===== config.mk =====
export PLATFORM = sky130hd
export DESIGN_NAME = integrator_seq
export DESIGN_NICKNAME = d
export VERILOG_FILES = /design/src/rtl/integrator_pkg.sv /design/src/rtl/integrator_seq_delay_line.sv /design/src/rtl/integrator_seq.sv
export SDC_FILE = /design/constraint.sdc
export NUM_CORES = 1
export LEC_CHECK = 0
export CAP_MARGIN = 0
export CORE_UTILIZATION = 38
export DETAILED_ROUTE_END_ITERATION = 8
export PLACE_DENSITY = 0.64
export SKIP_LAST_GASP = 1
export SYNTH_ARGS = -nofsm -noshare
export SYNTH_HDL_FRONTEND = slang
export SYNTH_SLANG_ARGS = --single-unit

===== constraint.sdc =====
create_clock -name clock -period 2.4 [get_ports clock]
set_clock_uncertainty 0.15 [all_clocks]
set_input_delay 0.36 -clock clock [delete_from_list [all_inputs] [get_ports clock]]
set_output_delay 0.36 -clock clock [all_outputs]
set_load 0.005 [all_outputs]

===== src/rtl/integrator_pkg.sv =====
// Shared defaults and helpers for the interleaved recirculating integrator.
// Optional carry chain between words is enabled by INTEGRATOR_CARRY_CHAIN_EN.
package integrator_pkg;

  localparam int WORD_LENGTH = 8;
  localparam int LATENCY     = 4;

  // The least-significant word of a multi-word operand never takes a carry in.
  function automatic logic select_carry(input logic carry, input logic lsb_word);
    return lsb_word ? 1'b0 : carry;
  endfunction

endpackage


===== src/rtl/integrator_seq_delay_line.sv =====
// Recirculating shift register of depth words; word 0 is the newest, the
// oldest word (depth-1) is presented on data_out straight from its flop.
module integrator_seq_delay_line #(
  parameter int width = 8,
  parameter int depth = 4
) (
  input  logic             clock,
  input  logic             reset,
  input  logic             enable,
  input  logic [width-1:0] data_in,
  output logic [width-1:0] data_out
);

  logic [width-1:0] words [depth];

  // NOTE: every word is a plain register that must read 0 after reset, so the
  // whole array is cleared; this prevents inference of a RAM macro.
  always_ff @(posedge clock) begin
    if (reset) begin
      for (int i = 0; i < depth; i++) words[i] <= '0;
    end else if (enable) begin
      // NOTE: non-blocking assignments make each word take its neighbour's
      // pre-edge value, giving a true shift instead of a ripple-through.
      words[0] <= data_in;
      for (int i = 1; i < depth; i++) words[i] <= words[i-1];
    end
  end

  assign data_out = words[depth-1];

endmodule


===== src/rtl/integrator_seq.sv =====
// Interleaved integrator: latency accumulator words share one adder and
// recirculate; optional inter-word carry chain under INTEGRATOR_CARRY_CHAIN_EN.
module integrator_seq
  import integrator_pkg::*;
#(
  parameter int word_length = WORD_LENGTH,
  parameter int latency     = LATENCY
) (
  input  logic                   clock,
  input  logic                   reset,
  input  logic [word_length-1:0] data_in,
  input  logic                   hold,
  input  logic                   LSB_flag,
  output logic [word_length-1:0] data_out
);

  logic [word_length:0] pre_sum;
  logic                 carry_in;

`ifdef INTEGRATOR_CARRY_CHAIN_EN
  logic carry_q;

  assign carry_in = select_carry(carry_q, LSB_flag);

  // The carry pairs with the word just written, so it advances only with the shift.
  always_ff @(posedge clock) begin
    if (reset) begin
      carry_q <= 1'b0;
    end else if (!hold) begin
      carry_q <= pre_sum[word_length];
    end
  end
`else
  assign carry_in = 1'b0;

  logic unused_carry;
  assign unused_carry = &{1'b0, LSB_flag, pre_sum[word_length]};
`endif

  assign pre_sum = {1'b0, data_in} + {1'b0, data_out}
                 + {{word_length{1'b0}}, carry_in};

  integrator_seq_delay_line #(
    .width (word_length),
    .depth (latency)
  ) u_delay_line (
    .clock    (clock),
    .reset    (reset),
    .enable   (!hold),
    .data_in  (pre_sum[word_length-1:0]),
    .data_out (data_out)
  );

endmodule


==> results.md, run 1 <==
* Pre-CTS WS at -0.00573 ns
* WHS Path Cells at 1
* Largest registers: u_delay_line.words (32)
* Vias in the first global route at slightly below 900
* Largest net degree at the start of global routing at 33
* CTS Sinks at 32
* Initial core utilization at 0.401
* TNS Setup at 0 ns
* Critical Path End Type: flop
* Most frequent cells in the layout: edfxtp_1 (32), and2_1 (25), clkdlybuf4s50_1 (18)
* Initial antenna violation count at 0
* Final worst path period share at 0.886
* Warnings, synthesis at 0
* Die ar. at 0.00417 sq mm
* Max reg flops at 32
* Leading cell type in the layout, fill and taps excluded: edfxtp_1
* Total power at between 1 and 1.5 mW
* Root Driver: clkbuf_8
* Avg Synthesized Cell Area at around 14 sq um
* Register bit count reported by yosys at 32
* Reg2Reg Depth at 5
* Crit path max fanout at 3
* Insertion delay to the later sink of the worst-skew pair at 0.28 ns
* Hold WC Path Type: reg -> reg
* Fin. max-slew vios at 0
* RSZ-0062 raised after global routing: false
* Via density at around 4.9
* Worst setup path category: in -> reg
* Drt wl/cell at 12.7 um
* Endpoints failing hold at 0
* Library cells used by synthesis at 29
* DRC at 0
* Worst Tran Pin Value at 0.643 ns
* Port Buffers at 18
* Share of cells above drive strength 1 at 0.0803
* Startpoint types: input pin
* Critical R2R Launch: u_delay_line.words[3][1]
* Largest Register: u_delay_line.words
* Height of the die at about 65 um
* Longest Clk Path Bufs at 2
* Cts repair resizes at 0
* CTS tree: built
* Leading register cell type out of synthesis: edfxtp_1
* Postcts setup bufs at 0
* Worst EP arrival at 2.10 ns
* Post-Syn Area at about 0.0015 sq mm
* Area added between synthesis and finish at 22.9%
* First-pass GRT wire length at just over 4000 um
* Max-cap violations at 0
* Post-synthesis sequential area ratio at 0.645
* Yosys top cell area share at 0.645
* Total grt overflow at 0
* Dominant cells by area after synthesis: edfxtp_1 (65%), and2_1 (11%), ha_1 (5.9%)
* Initial drt markers at 25
* Fin crit period at about 2.1 ns
* P_leak at approximately 0.72 nW
* Max frequency at roughly 470 MHz
* Vias at 909
* Syn_nets at between 100 and 150
* Reg2reg end: u_delay_line.words[0][7]
* CTS Buf Count at 5
* # rows at 22
* Pre-antenna DRT Iters at 4
* Cells after synthesis at 110
* Post-route worst setup slack at around 0.27 ns
* Post-Layout Cell Count at ~190
* DP Wirelength at around 1600 um
* WHS Endpoint: u_delay_line.words[1][5]
* Filler cell count at 338
* Final setup viols at 0
* Pwr per Cell Area at around 650 mW/mm^2
* Antenna Violating Nets Remaining at 0
* FF/Latch Area at roughly 960 sq um
* FF-to-FF setup slack at about 0.4 ns
* Outcome: finished clean
* Total Wirelength at ~2300 um
* Die W at 64.6 um
* Post-CTS Hold Buffers at 0
* Number of synthesized flops with an enable pin at 32
* Nets@finish at approximately 160
* Placed instance count at 178
* GPL Wtd Cong at ~0.87
* WP data required at 2.37 ns
* Core ar. at approximately 0.0037 sq mm
* Clock slew seen by the registers of the worst setup and hold paths at about 0.060 ns
* Area of the multi-input gates at about 500 sq um
* Peak VDD IR at ~0.36 mV
* Slew HR at 0.570
* H-tree levels at 2
* Largest area contributor in the netlist: edfxtp_1
* Num ports at 20
* Total GRT Usage at 0.133
* Worst setup path startpoint: data_in[1]
* Asr flop ratio synth at 0
* Hold Crit Start: u_delay_line.words[0][5]
* N_diodes at 0
[Yosys cell counts (2+ instances only)]
| cell | instances |
|---|---|
| a21oi_1 | 5 |
| and2_1 | 25 |
| clkbuf_1 | 2 |
| edfxtp_1 | 32 |
| ha_1 | 7 |
| inv_1 | 5 |
| nand3_1 | 2 |
| nor2_1 | 4 |
| nor2b_1 | 2 |
| nor3_1 | 4 |
| o21a_1 | 2 |
| o21ai_0 | 2 |
| o31ai_1 | 2 |
[report_power, final]
part	leakage (nW)	switching [mW]	total, mW	internal, mW
clock network	0.0410	0.177	0.374	0.196
registers	0.354	0.0107	0.669	0.658
logic	0.327	0.0687	0.140	0.0713
total	0.722	0.257	1.18	0.926
[per-layer routing]
layer | vias up | wire, um | GRT usage
met2 | 17 | 1070 | 0.199
met3 | 3 | 115 | 0.0546
met4 | 0 | 23 | 0.0472
met1 | 435 | 1130 | 0.174
li1 | 454 | - | -
met5 | - | 0 | 0
[per-stage QoR]
stage	util	area [sq um]	hold slack [ns]
after floorplan	-	1490	0.347
after global placement	0.471	1750	0.354
after detailed placement	0.471	1750	0.354
after CTS	0.492	1830	0.369
after global routing	0.492	1830	0.388
final	0.492	1830	0.367
[worst max-delay path, stage by stage]
cell and delay, ns:
clkdlybuf4s50_1 0.44, ha_1 0.35, a211oi_2 0.31, nor3_1 0.10
or3_1 0.35, a21oi_1 0.19
[cell type report]
| class | count | area share |
|---|---|---|
| Sequential cell | 32 | 0.525 |
| Inverter | 5 | 0.0103 |
| Timing Repair Buffer | 22 | 0.115 |
| Multi-Input combinational cell | 71 | 0.274 |
| Clock inverter | 1 | 0.00274 |
| Clock buffer | 6 | 0.0397 |
| Tap cell | 48 | 0.0328 |
[worst max path at each step]
stage | to | slack (ns) | depth (start not counted)
after global routing | u_delay_line.words[0][6] | 0.14 | 8
after global placement | u_delay_line.words[0][7] | 0.01 | 6
after CTS | u_delay_line.words[0][7] | 0.27 | 6
final | u_delay_line.words[0][7] | 0.27 | 6
after floorplan | u_delay_line.words[0][7] | 0.58 | 5
after detailed placement | u_delay_line.words[0][6] | -0.006 | 8
[cells by family after synthesis]
group / after synthesis / share of synthesized area
AND/OR/NAND/NOR: 43 / 0.172
flip-flops: 32 / 0.645
AO/OA/AOI/OAI: 19 / 0.0866
adder cells (fa/ha/maj): 8 / 0.0723
buffers and inverters: 7 / 0.0177
XOR/XNOR: 1 / 0.00588
Power figures use the tool's default switching activity.
==> run 2: changes to the inputs <==
--- a/constraint.sdc
+++ b/constraint.sdc
@@ -3,3 +3,3 @@
 set_input_delay 0.36 -clock clock [delete_from_list [all_inputs] [get_ports clock]]
 set_output_delay 0.36 -clock clock [all_outputs]
-set_load 0.005 [all_outputs]
+set_load 0.05 [all_outputs]
==> results of run 2 <==
Same layout as run 1 (identical final DEF). Status: finished clean.
Main changes from that run: total power 1.18 mW -> 1.21 mW; worst IR drop on VDD 0.362 mV -> 0.363 mV
==> run 3: changes to the inputs <==
Settings changed: CORE_UTILIZATION 38 to 39, CTS_BUF_LIST set to sky130_fd_sc_hd__clkbuf_16, PLACE_DENSITY 0.64 to 0.65.
==> run 3 against run 2 <==
First-iteration DRC count grew 60%. Via count up 0.77%. Combinational power about the same. Final cell count stayed put. Wire length increased by 5.9%. Sequential share of layout area is 2.1 points lower. Register-to-register slack better by 0.04 ns. Sequential power about the same. Clock power increased by 84%. Largest cell class unchanged.
==> results.md, run 3 (synthesis results as in run 1) <==
* Outcome: finished clean (unchanged)
* Total GRT Usage at 0.146 (was 0.133)
* Initial antenna violation count at 0 (unchanged)
* Pre-antenna DRT Iters at 4 (unchanged)
* Initial drt markers at 40 (was 25)
* Insertion delay to the later sink of the worst-skew pair at 0.27 ns (was 0.28 ns)
* Via density at 4.95 (was 4.91)
* Drt wl/cell at 13.4 um (was 12.7 um)
* Worst path max stage delay at 0.46 ns (was 0.44 ns)
* Vias in the first global route at 879 (was 878)
* Max frequency at 467 MHz (was 470 MHz)
* N_diodes at 0 (unchanged)
* DRC at 0 (unchanged)
* Share of cells above drive strength 1 at 0.0730 (was 0.0803)
* Area added between synthesis and finish at 28.1% (was 22.9%)
* Most frequent cells in the layout: edfxtp_1 (32), and2_1 (25), clkdlybuf4s50_1 (18) (unchanged)
* Fin crit period at 2.14 ns (was 2.13 ns)
* Peak VDD IR at 0.384 mV (was 0.363 mV)
* RSZ-0062 raised after global routing: false (unchanged)
* First-pass GRT wire length at 4320 um (was 4110 um)
* CP max-delay cell: clkdlybuf4s50_1 (unchanged)
* Placed instance count at 177 (was 178)
* Pre-CTS WS at -0.0433 ns (was -0.00573 ns)
* Core ar. at 0.00366 sq mm (was 0.00372 sq mm)
* Final setup viols at 0 (unchanged)
* Startpoint types: input pin (unchanged)
* CP cell instances: clkdlybuf4s50_1, ha_1, inv_1, fa_1, nor2b_1, o31ai_1, a21oi_1, nor3b_1 (was clkdlybuf4s50_1, ha_1, a211oi_2, nor3_1, or3_1, a21oi_1)
* Antenna Violating Nets Remaining at 0 (unchanged)
* Post-Layout Cell Count at 185 (unchanged)
* Worst EP arrival at 2.01 ns (was 2.10 ns)
* Postcts setup bufs at 0 (unchanged)
* Post-CTS Hold Buffers at 0 (unchanged)
* Max reg flops at 32 (unchanged)
* Clock slew seen by the registers of the worst setup and hold paths at 0.05 ns (was 0.06 ns)
* CTS tree: built (unchanged)
* Die ar. at 0.00407 sq mm (was 0.00417 sq mm)
* Reg power frac at 0.441 (was 0.552)
* Worst setup path category: in -> reg (unchanged)
* Worst Tran Pin Value at 0.738 ns (was 0.643 ns)
* Largest registers: u_delay_line.words (32) (unchanged)
* Max-cap violations at 0 (unchanged)
* Cts repair resizes at 0 (unchanged)
* Slew HR at 0.506 (was 0.570)
* Root Driver: clkbuf_16 (was clkbuf_8)
* DP Wirelength at 1620 um (about the same)
* Endpoints failing hold at 0 (unchanged)
* Sw Share at 0.206 (was 0.235)
* Largest net degree at the start of global routing at 33 (unchanged)
* FF-to-FF setup slack at 0.43 ns (was 0.39 ns)
* # rows at 22 (unchanged)
* Largest Register: u_delay_line.words (unchanged)
* CTS Buf Count at 5 (unchanged)
* Switching Power at 0.315 mW (was 0.285 mW)
* Final worst path period share at 0.892 (was 0.886)
* Num ports at 20 (unchanged)
* WP data required at 2.27 ns (was 2.37 ns)
* Hold WC Path Type: reg -> reg (unchanged)
* Initial core utilization at 0.407 (was 0.401)
* Longest Clk Path Bufs at 2 (unchanged)
* Total power at 1.52 mW (was 1.21 mW)
* Total Wirelength at 2480 um (was 2340 um)
* Internal at 1.21 mW (was 0.926 mW)
* CTS Sinks at 32 (unchanged)
* P_leak at 0.755 nW (was 0.722 nW)
* GPL Wtd Cong at 0.748 (was 0.871)
* Port Buffers at 18 (unchanged)
* Gate power share at 0.109 (was 0.139)
* Vias at 916 (was 909)
* H-tree levels at 2 (unchanged)
* Leading cell type in the layout, fill and taps excluded: edfxtp_1 (unchanged)
* Pwr per Cell Area at 799 mW/mm^2 (was 662 mW/mm^2)
* Fin. max-slew vios at 0 (unchanged)
* Height of the die at 63.8 um (was 64.6 um)
* Total grt overflow at 0 (unchanged)
* Die W at 63.8 um (was 64.6 um)
* Crit path max fanout at 3 (unchanged)
* Clock Power Share at 0.451 (was 0.309)
* Critical Path End Type: flop (unchanged)
* Nets@finish at 156 (was 157)
* Post-route worst setup slack at 0.258 ns (was 0.273 ns)
run 3: layer usage:
metal / part of all wire / vias to the layer above / track usage
met5: 0 / - / 0
li1: - / 455 / -
met4: 0.0048 / 0 / 0.0511
met1: 0.50 / 427 / 0.197
met3: 0.063 / 2 / 0.0750
met2: 0.43 / 32 / 0.198
run 3: power by group through the flow:
stage          combinational, mW  sequential [mW]  clock (mW)
4_1_cts                    0.167            0.672       0.704
3_3_place_gp               0.163            0.680           0
2_1_floorplan             0.0792            0.708           0
5_1_grt                    0.182            0.676       0.729
3_5_place_dp               0.165            0.682           0
6_report                   0.165            0.672       0.687
run 3: final timing paths:
kind | from | cells past startpoint | to
hold reg to reg | u_delay_line.words[0][4] | 1 | u_delay_line.words[1][4]
setup / recovery | data_in[0] | 8 | u_delay_line.words[0][6]
hold / removal | u_delay_line.words[0][4] | 1 | u_delay_line.words[1][4]
setup reg to reg | u_delay_line.words[3][0] | 7 | u_delay_line.words[0][6]
run 3: final cells by class:
type | count | area (sq um)
fill | 315 | 1750
sequential | 32 | 961
tap | 48 | 60.1
timing repair buffer | 21 | 203
multi-input combinational | 71 | 502
clock inverter | 3 | 37.5
clock buffer | 5 | 125
inverter | 5 | 18.8
run 3: per-stage QoR:
step                      hold WS (ns)  setup TNS (ns)   util  area [sq um]
after floorplan                  0.347               0      -          1490
after global placement           0.351               0  0.476          1740
after detailed placement         0.353         -0.0587  0.476          1740
after CTS                        0.365               0  0.521          1910
after global routing             0.382               0  0.521          1910
final                            0.359               0  0.521          1910
run 3: worst max-delay path: cells and delay by family:
kind	cells	cell delay [ns]
AOI/OAI and AO/OA	2	0.27
adders and majority gates	2	0.55
buffers and inverters	2	0.52
and+or+nand+nor	2	0.31
